==> config.mk <==
export PLATFORM = sky130hd
export DESIGN_NAME = multicycle_ctrl
export DESIGN_NICKNAME = d
export VERILOG_FILES = /design/src/rtl/multicycle_ctrl_pkg.sv /design/src/rtl/multicycle_ctrl_wait_timer.sv /design/src/rtl/multicycle_ctrl.sv
export SDC_FILE = /design/constraint.sdc
export NUM_CORES = 1
export LEC_CHECK = 0
export CAP_MARGIN = 20
export CORE_UTILIZATION = 45
export CTS_CLUSTER_SIZE = 40
export DETAILED_ROUTE_END_ITERATION = 10
export PLACE_DENSITY = 0.75
export SLEW_MARGIN = 20
export SYNTH_ARGS = -nofsm -noshare
export SYNTH_HDL_FRONTEND = slang
export SYNTH_SLANG_ARGS = --single-unit
==> constraint.sdc <==
create_clock -name clk -period 3.7 [get_ports clk]
set_input_delay 1.11 -clock clk [delete_from_list [all_inputs] [get_ports clk]]
set_output_delay 1.11 -clock clk [all_outputs]
set_load 0.01 [all_outputs]
==> src/rtl/multicycle_ctrl_pkg.sv <==
// Shared RV32I instruction classes, controller state encoding and select codes.
package multicycle_ctrl_pkg;

  localparam int unsigned INSTR_W = 6;
  localparam int unsigned STATE_W = 3;
  localparam int unsigned SEL_W   = 2;

  typedef enum logic [INSTR_W-1:0] {
    INSTR_ILLEGAL = 6'd0,
    INSTR_LUI     = 6'd1,
    INSTR_AUIPC   = 6'd2,
    INSTR_JAL     = 6'd3,
    INSTR_JALR    = 6'd4,
    INSTR_BEQ     = 6'd5,
    INSTR_BNE     = 6'd6,
    INSTR_BLT     = 6'd7,
    INSTR_BGE     = 6'd8,
    INSTR_BLTU    = 6'd9,
    INSTR_BGEU    = 6'd10,
    INSTR_LB      = 6'd11,
    INSTR_LH      = 6'd12,
    INSTR_LW      = 6'd13,
    INSTR_LBU     = 6'd14,
    INSTR_LHU     = 6'd15,
    INSTR_SB      = 6'd16,
    INSTR_SH      = 6'd17,
    INSTR_SW      = 6'd18,
    INSTR_ADDI    = 6'd19,
    INSTR_SLTI    = 6'd20,
    INSTR_SLTIU   = 6'd21,
    INSTR_XORI    = 6'd22,
    INSTR_ORI     = 6'd23,
    INSTR_ANDI    = 6'd24,
    INSTR_SLLI    = 6'd25,
    INSTR_SRLI    = 6'd26,
    INSTR_SRAI    = 6'd27,
    INSTR_ADD     = 6'd28,
    INSTR_SUB     = 6'd29,
    INSTR_SLL     = 6'd30,
    INSTR_SLT     = 6'd31,
    INSTR_SLTU    = 6'd32,
    INSTR_XOR     = 6'd33,
    INSTR_SRL     = 6'd34,
    INSTR_SRA     = 6'd35,
    INSTR_OR      = 6'd36,
    INSTR_AND     = 6'd37
  } rv32i_instr_e;

  typedef enum logic [STATE_W-1:0] {
    ST_FETCH    = 3'd0,
    ST_DECODE   = 3'd1,
    ST_EXECUTE  = 3'd2,
    ST_MEM_REQ  = 3'd3,
    ST_MEM_WAIT = 3'd4,
    ST_WB       = 3'd5,
    ST_TRAP     = 3'd7
  } ctrl_state_e;

  localparam logic [SEL_W-1:0] PC_SEL_PC4 = 2'd0;
  localparam logic [SEL_W-1:0] PC_SEL_IMM = 2'd1;
  localparam logic [SEL_W-1:0] PC_SEL_ALU = 2'd2;

  localparam logic [SEL_W-1:0] WB_SEL_ALU = 2'd0;
  localparam logic [SEL_W-1:0] WB_SEL_MEM = 2'd1;
  localparam logic [SEL_W-1:0] WB_SEL_PC4 = 2'd2;

  function automatic logic is_load(input rv32i_instr_e instr);
    return (instr >= INSTR_LB) && (instr <= INSTR_LHU);
  endfunction

  function automatic logic is_store(input rv32i_instr_e instr);
    return (instr >= INSTR_SB) && (instr <= INSTR_SW);
  endfunction

  function automatic logic is_branch(input rv32i_instr_e instr);
    return (instr >= INSTR_BEQ) && (instr <= INSTR_BGEU);
  endfunction

  // OP and OP_IMM arithmetic, all of which write rd from the ALU
  function automatic logic is_alu_op(input rv32i_instr_e instr);
    return (instr >= INSTR_ADDI) && (instr <= INSTR_AND);
  endfunction

  // Encodings beyond the last defined class are treated as illegal
  function automatic logic is_legal(input rv32i_instr_e instr);
    return (instr != INSTR_ILLEGAL) && (instr <= INSTR_AND);
  endfunction

endpackage

==> src/rtl/multicycle_ctrl_wait_timer.sv <==
// Saturating wait counter with synchronous clear; flags the last allowed wait cycle.
module multicycle_ctrl_wait_timer #(
  parameter int unsigned MAX_WAIT = 16
) (
  input  logic clk,
  input  logic rst_n,
  input  logic clear_i,
  output logic expired_o
);

  localparam int unsigned CW = (MAX_WAIT == 0) ? 1 : $clog2(MAX_WAIT + 1);

  logic [CW-1:0] cnt_q, cnt_d;

  always_comb begin
    cnt_d = cnt_q;
    if (clear_i) begin
      cnt_d = '0;
    end else if (cnt_q != {CW{1'b1}}) begin
      cnt_d = cnt_q + CW'(1);
    end
  end

  always_ff @(posedge clk or negedge rst_n) begin
    if (!rst_n) begin
      cnt_q <= '0;
    end else begin
      cnt_q <= cnt_d;
    end
  end

  generate
    if (MAX_WAIT == 0) begin : g_no_timeout
      assign expired_o = 1'b0;
    end else begin : g_timeout
      assign expired_o = (cnt_q == CW'(MAX_WAIT - 1));
    end
  endgenerate

endmodule

==> src/rtl/multicycle_ctrl.sv <==
// Control FSM for the multi-cycle RV32I core: fetch/decode/execute/memory/writeback
// sequencing with illegal-instruction and bus-timeout traps.
module multicycle_ctrl
  import multicycle_ctrl_pkg::*;
#(
  parameter int unsigned MAX_WAIT = 16
) (
  input  logic               clk,
  input  logic               rst_n,
  input  rv32i_instr_e       instr_i,
  input  logic               branch_taken_i,
  output logic               imem_req_o,
  input  logic               imem_rvalid_i,
  output logic               dmem_req_o,
  output logic               dmem_we_o,
  input  logic               dmem_gnt_i,
  input  logic               dmem_rvalid_i,
  output logic               ir_we_o,
  output logic               pc_we_o,
  output logic [SEL_W-1:0]   pc_sel_o,
  output logic               rf_we_o,
  output logic [SEL_W-1:0]   wb_sel_o,
  output logic               retire_o,
  output logic               illegal_o,
  output logic               bus_err_o,
  output logic [STATE_W-1:0] state_o
);

  ctrl_state_e state_q, state_d;
  logic        illegal_q, bus_err_q;
  logic        set_illegal, set_bus_err;
  logic        expired;

  multicycle_ctrl_wait_timer #(
    .MAX_WAIT (MAX_WAIT)
  ) u_wait_timer (
    .clk       (clk),
    .rst_n     (rst_n),
    .clear_i   (state_d != state_q),
    .expired_o (expired)
  );

  // Outputs are held at zero while reset is asserted so that a mid-transaction
  // reset drops every request and enable immediately.
  always_comb begin
    state_d     = state_q;
    set_illegal = 1'b0;
    set_bus_err = 1'b0;
    imem_req_o  = 1'b0;
    dmem_req_o  = 1'b0;
    dmem_we_o   = 1'b0;
    ir_we_o     = 1'b0;
    pc_we_o     = 1'b0;
    pc_sel_o    = PC_SEL_PC4;
    rf_we_o     = 1'b0;
    wb_sel_o    = WB_SEL_ALU;
    retire_o    = 1'b0;
    if (rst_n) begin
      unique case (state_q)
        ST_FETCH: begin
          imem_req_o = 1'b1;
          if (imem_rvalid_i) begin
            ir_we_o = 1'b1;
            state_d = ST_DECODE;
          end else if (expired) begin
            set_bus_err = 1'b1;
            state_d     = ST_TRAP;
          end
        end
        ST_DECODE: begin
          if (!is_legal(instr_i)) begin
            set_illegal = 1'b1;
            state_d     = ST_TRAP;
          end else begin
            state_d = ST_EXECUTE;
          end
        end
        ST_EXECUTE: begin
          if (is_load(instr_i) || is_store(instr_i)) begin
            state_d = ST_MEM_REQ;
          end else begin
            pc_we_o  = 1'b1;
            retire_o = 1'b1;
            state_d  = ST_FETCH;
            if (instr_i == INSTR_JAL) begin
              pc_sel_o = PC_SEL_IMM;
            end else if (instr_i == INSTR_JALR) begin
              pc_sel_o = PC_SEL_ALU;
            end else if (is_branch(instr_i) && branch_taken_i) begin
              pc_sel_o = PC_SEL_IMM;
            end
            rf_we_o = !is_branch(instr_i);
            if ((instr_i == INSTR_JAL) || (instr_i == INSTR_JALR)) begin
              wb_sel_o = WB_SEL_PC4;
            end
          end
        end
        ST_MEM_REQ: begin
          dmem_req_o = 1'b1;
          dmem_we_o  = is_store(instr_i);
          if (dmem_gnt_i) begin
            if (is_store(instr_i)) begin
              pc_we_o  = 1'b1;
              retire_o = 1'b1;
              state_d  = ST_FETCH;
            end else begin
              state_d = ST_MEM_WAIT;
            end
          end else if (expired) begin
            set_bus_err = 1'b1;
            state_d     = ST_TRAP;
          end
        end
        ST_MEM_WAIT: begin
          if (dmem_rvalid_i) begin
            state_d = ST_WB;
          end else if (expired) begin
            set_bus_err = 1'b1;
            state_d     = ST_TRAP;
          end
        end
        ST_WB: begin
          rf_we_o  = 1'b1;
          wb_sel_o = WB_SEL_MEM;
          pc_we_o  = 1'b1;
          retire_o = 1'b1;
          state_d  = ST_FETCH;
        end
        ST_TRAP: begin
          state_d = ST_TRAP;
        end
        default: begin
          state_d = ST_TRAP;
        end
      endcase
    end
  end

  always_ff @(posedge clk or negedge rst_n) begin
    if (!rst_n) begin
      state_q   <= ST_FETCH;
      illegal_q <= 1'b0;
      bus_err_q <= 1'b0;
    end else begin
      state_q <= state_d;
      if (set_illegal) illegal_q <= 1'b1;
      if (set_bus_err) bus_err_q <= 1'b1;
    end
  end

  assign illegal_o = illegal_q;
  assign bus_err_o = bus_err_q;
  assign state_o   = state_q;

endmodule

==> reports/qor.txt <==
Hold-fix buffer count after cts -> 0
Crit Path Max Fanout -> 5
Worst Setup Start Kind -> input pin
Worst-Skew Late Latency -> 0.27 ns
Worst EP arrival -> 2.55 ns
Top FF cell, synth -> dfrtp_1
WS Path Type -> in2out
Hpwl dp -> 2243 um
Synth cell types -> 48
GR Util met1 -> 33.02%
Post-synthesis area per instance -> 8.331 sq um
Synthesized flop and latch total -> 10
Share of cells above drive strength 1 -> 30.41%
Max rail drop VDD -> 0.5534 mV
CP Capture Type -> output port
Chip width -> 49.72 um
Buffers added on ports -> 27
Worst-Margin Slew -> 0.5310 ns
Max Clk Rate -> 272.9 MHz
Router iterations before antenna repair -> 4
# DRC -> 0
First-pass GRT wire length -> 4864 um
Final net count -> 188
Final WS setup -> 0.03560 ns
Cells after synthesis -> 123
Final Non-Filler Cells -> 198
HP Class -> reg2reg
Area contributors post-synth -> dfrtp_1 (24%), nor3b_2 (6.1%), nand2_1 (4.8%)
Area delta synth->final -> 48.72%
CTS tree -> done
EDFF count, synth -> 0
PwrDens -> 522.5 nW/um^2
Area of the die -> 2472 sq um
Status -> completed
H-tree depth -> 1
Total track usage -> 25.71%
Most common cell in the netlist -> nand2_1
# IOs -> 28
Synth top cells by count -> nand2_1 (13), dfrtp_1 (10), nor2_1 (10)
Initial antenna violation count -> 0
Worst Hold Slack -> 0.4640 ns
Via-to-Cell Ratio -> 5.813
Max-cap viol count -> 0
Inserted Clock Buffers -> 3
Register area -> 250.2 sq um
Worst Clk Skew -> 0.008262 ns
Largest net degree at the start of global routing -> 17
Clock transition at path regs -> 0.07 ns
Post-layout min period -> 3.664 ns
Clock tree buffer depth -> 2
Clock Tree Root -> clkbuf_4
Routed wire length -> 2965 um
N_diodes -> 0
Yosys warns -> 0
Top-area cell type share of the netlist area -> 24.42%
Met3 global-route usage -> 4.630%
Fin area -> 1524 sq um
Vias -> 1151
Core footprint -> 2042 sq um
Critical Path RT -> 2.59 ns
Most crowded layer after global routing -> met2
Post-DP Area -> 1473 sq um
DR iter-0 viols -> 63
Post-DR wirelength/cell -> 14.97 um
Grt total ovfl -> 0
Rel. slew slack -> 64.38%
M2 GR Usage -> 42.34%
Final Hold Viols -> 0
Vias in the first global route -> 1098
Initial cell density of the core -> 50.18%
Multi-input logic area -> 774.5 sq um
Pre-CTS setup slack -> -0.5398 ns
Post-Syn Nets -> 138
Fin crit share -> 99.04%
Die height -> 49.72 um
Seq/Total Area, Yosys -> 24.42%
Max-slew violation count -> 0
Sinks on Clock Net -> 10
Yosys top cell by area -> dfrtp_1
Routability cong. -> 0.9188
Async set or reset register ratio after synthesis -> 100.0%
Fill count -> 169
Post-Syn Area -> 1025 sq um
Leak -> 0.6703 nW
Detail Route Antenna Nets -> 0
Placed cells -> 194
Row Count -> 16
Final setup violation count -> 0
-- layout make-up --
type | instances | area share [%]
multi-input combinational | 103 | 50.82
clock buffer | 3 | 1.478
sequential | 10 | 16.42
timing repair buffer | 51 | 28.08
inverter | 4 | 0.9852
tap | 27 | 2.217
-- critical path, stage by stage --
cell,delay [ns]
clkdlybuf4s50_1,0.56
buf_4,0.17
nor2b_2,0.05
and4_1,0.20
a22o_1,0.24
clkdlybuf4s15_1,0.23
-- cells in the final DEF, fill, tap and decap left out, types with 4 or more instances in the layout --
cell              n
nor3b_2           5
nand3_1           5
dfrtp_1          10
o21ai_0           9
nor2b_1           5
nand2_1          12
clkdlybuf4s50_1  12
nor2_1            8
dlygate4sd2_1     8
inv_1             4
buf_4            24
-- stage by stage --
step	total power [mW]	setup TNS (ns)	util, %
floorplan	0.5114	0	-
detailed placement	0.7062	-2.474	72.12
finish	0.7963	0	74.63
global placement	0.6893	-2.160	72.12
global route	0.8592	-0.001091	74.63
CTS	0.7843	0	73.53
-- final timing paths --
| check | from | endpoint | slack [ns] | cells after the start |
|---|---|---|---|---|
| max | instr_i[5] | retire_o | 0.04 | 6 |
| min | illegal_o | illegal_o | 0.46 | 1 |
| max reg2reg | u_wait_timer.cnt_q[0] | u_wait_timer.cnt_q[0] | 1.39 | 8 |
| min reg2reg | illegal_o | illegal_o | 0.46 | 1 |
| max in group asynchronous | rst_n | state_o[2] | 2.20 | 3 |
| min in group asynchronous | rst_n | bus_err_o | 1.18 | 2 |
-- registers in the layout (all words and copies together) (netlist names) --
| signal | cells |
|---|---|
| state_o | 3 |
| u_wait_timer.cnt_q | 5 |
| bus_err_o | 1 |
| illegal_o | 1 |
-- report_power, final --
group,switching [mW],internal (mW),total [mW]
clock network,0.0376,0.0376,0.0752
registers,0.0582,0.144,0.202
logic,0.266,0.254,0.519
-- per-layer routing --
layer / up-vias / share of wire [%]
met1: 538 / 43
met3: 10 / 4.9
met4: 0 / 2.7
li1: 563 / -
met5: - / 0
met2: 40 / 49
-- timing repair --
item                                    in CTS  in global routing
pin swaps                                    4                  6
endpoints found under the setup margin       9                  4
resized for setup                           21                 13
setup buffers                                1                  0
-- kinds of logic after synthesis --
| group | synth area share, % |
|---|---|
| xor gates and xnor gates | 2.565 |
| and+or+nand+nor | 36.14 |
| AOI/OAI and AO/OA | 26.86 |
| DFF | 24.42 |
| muxes | 2.076 |
| adders and majority gates | 3.663 |
| buffers and inverters | 4.273 |
Power figures use the tool's default switching activity.
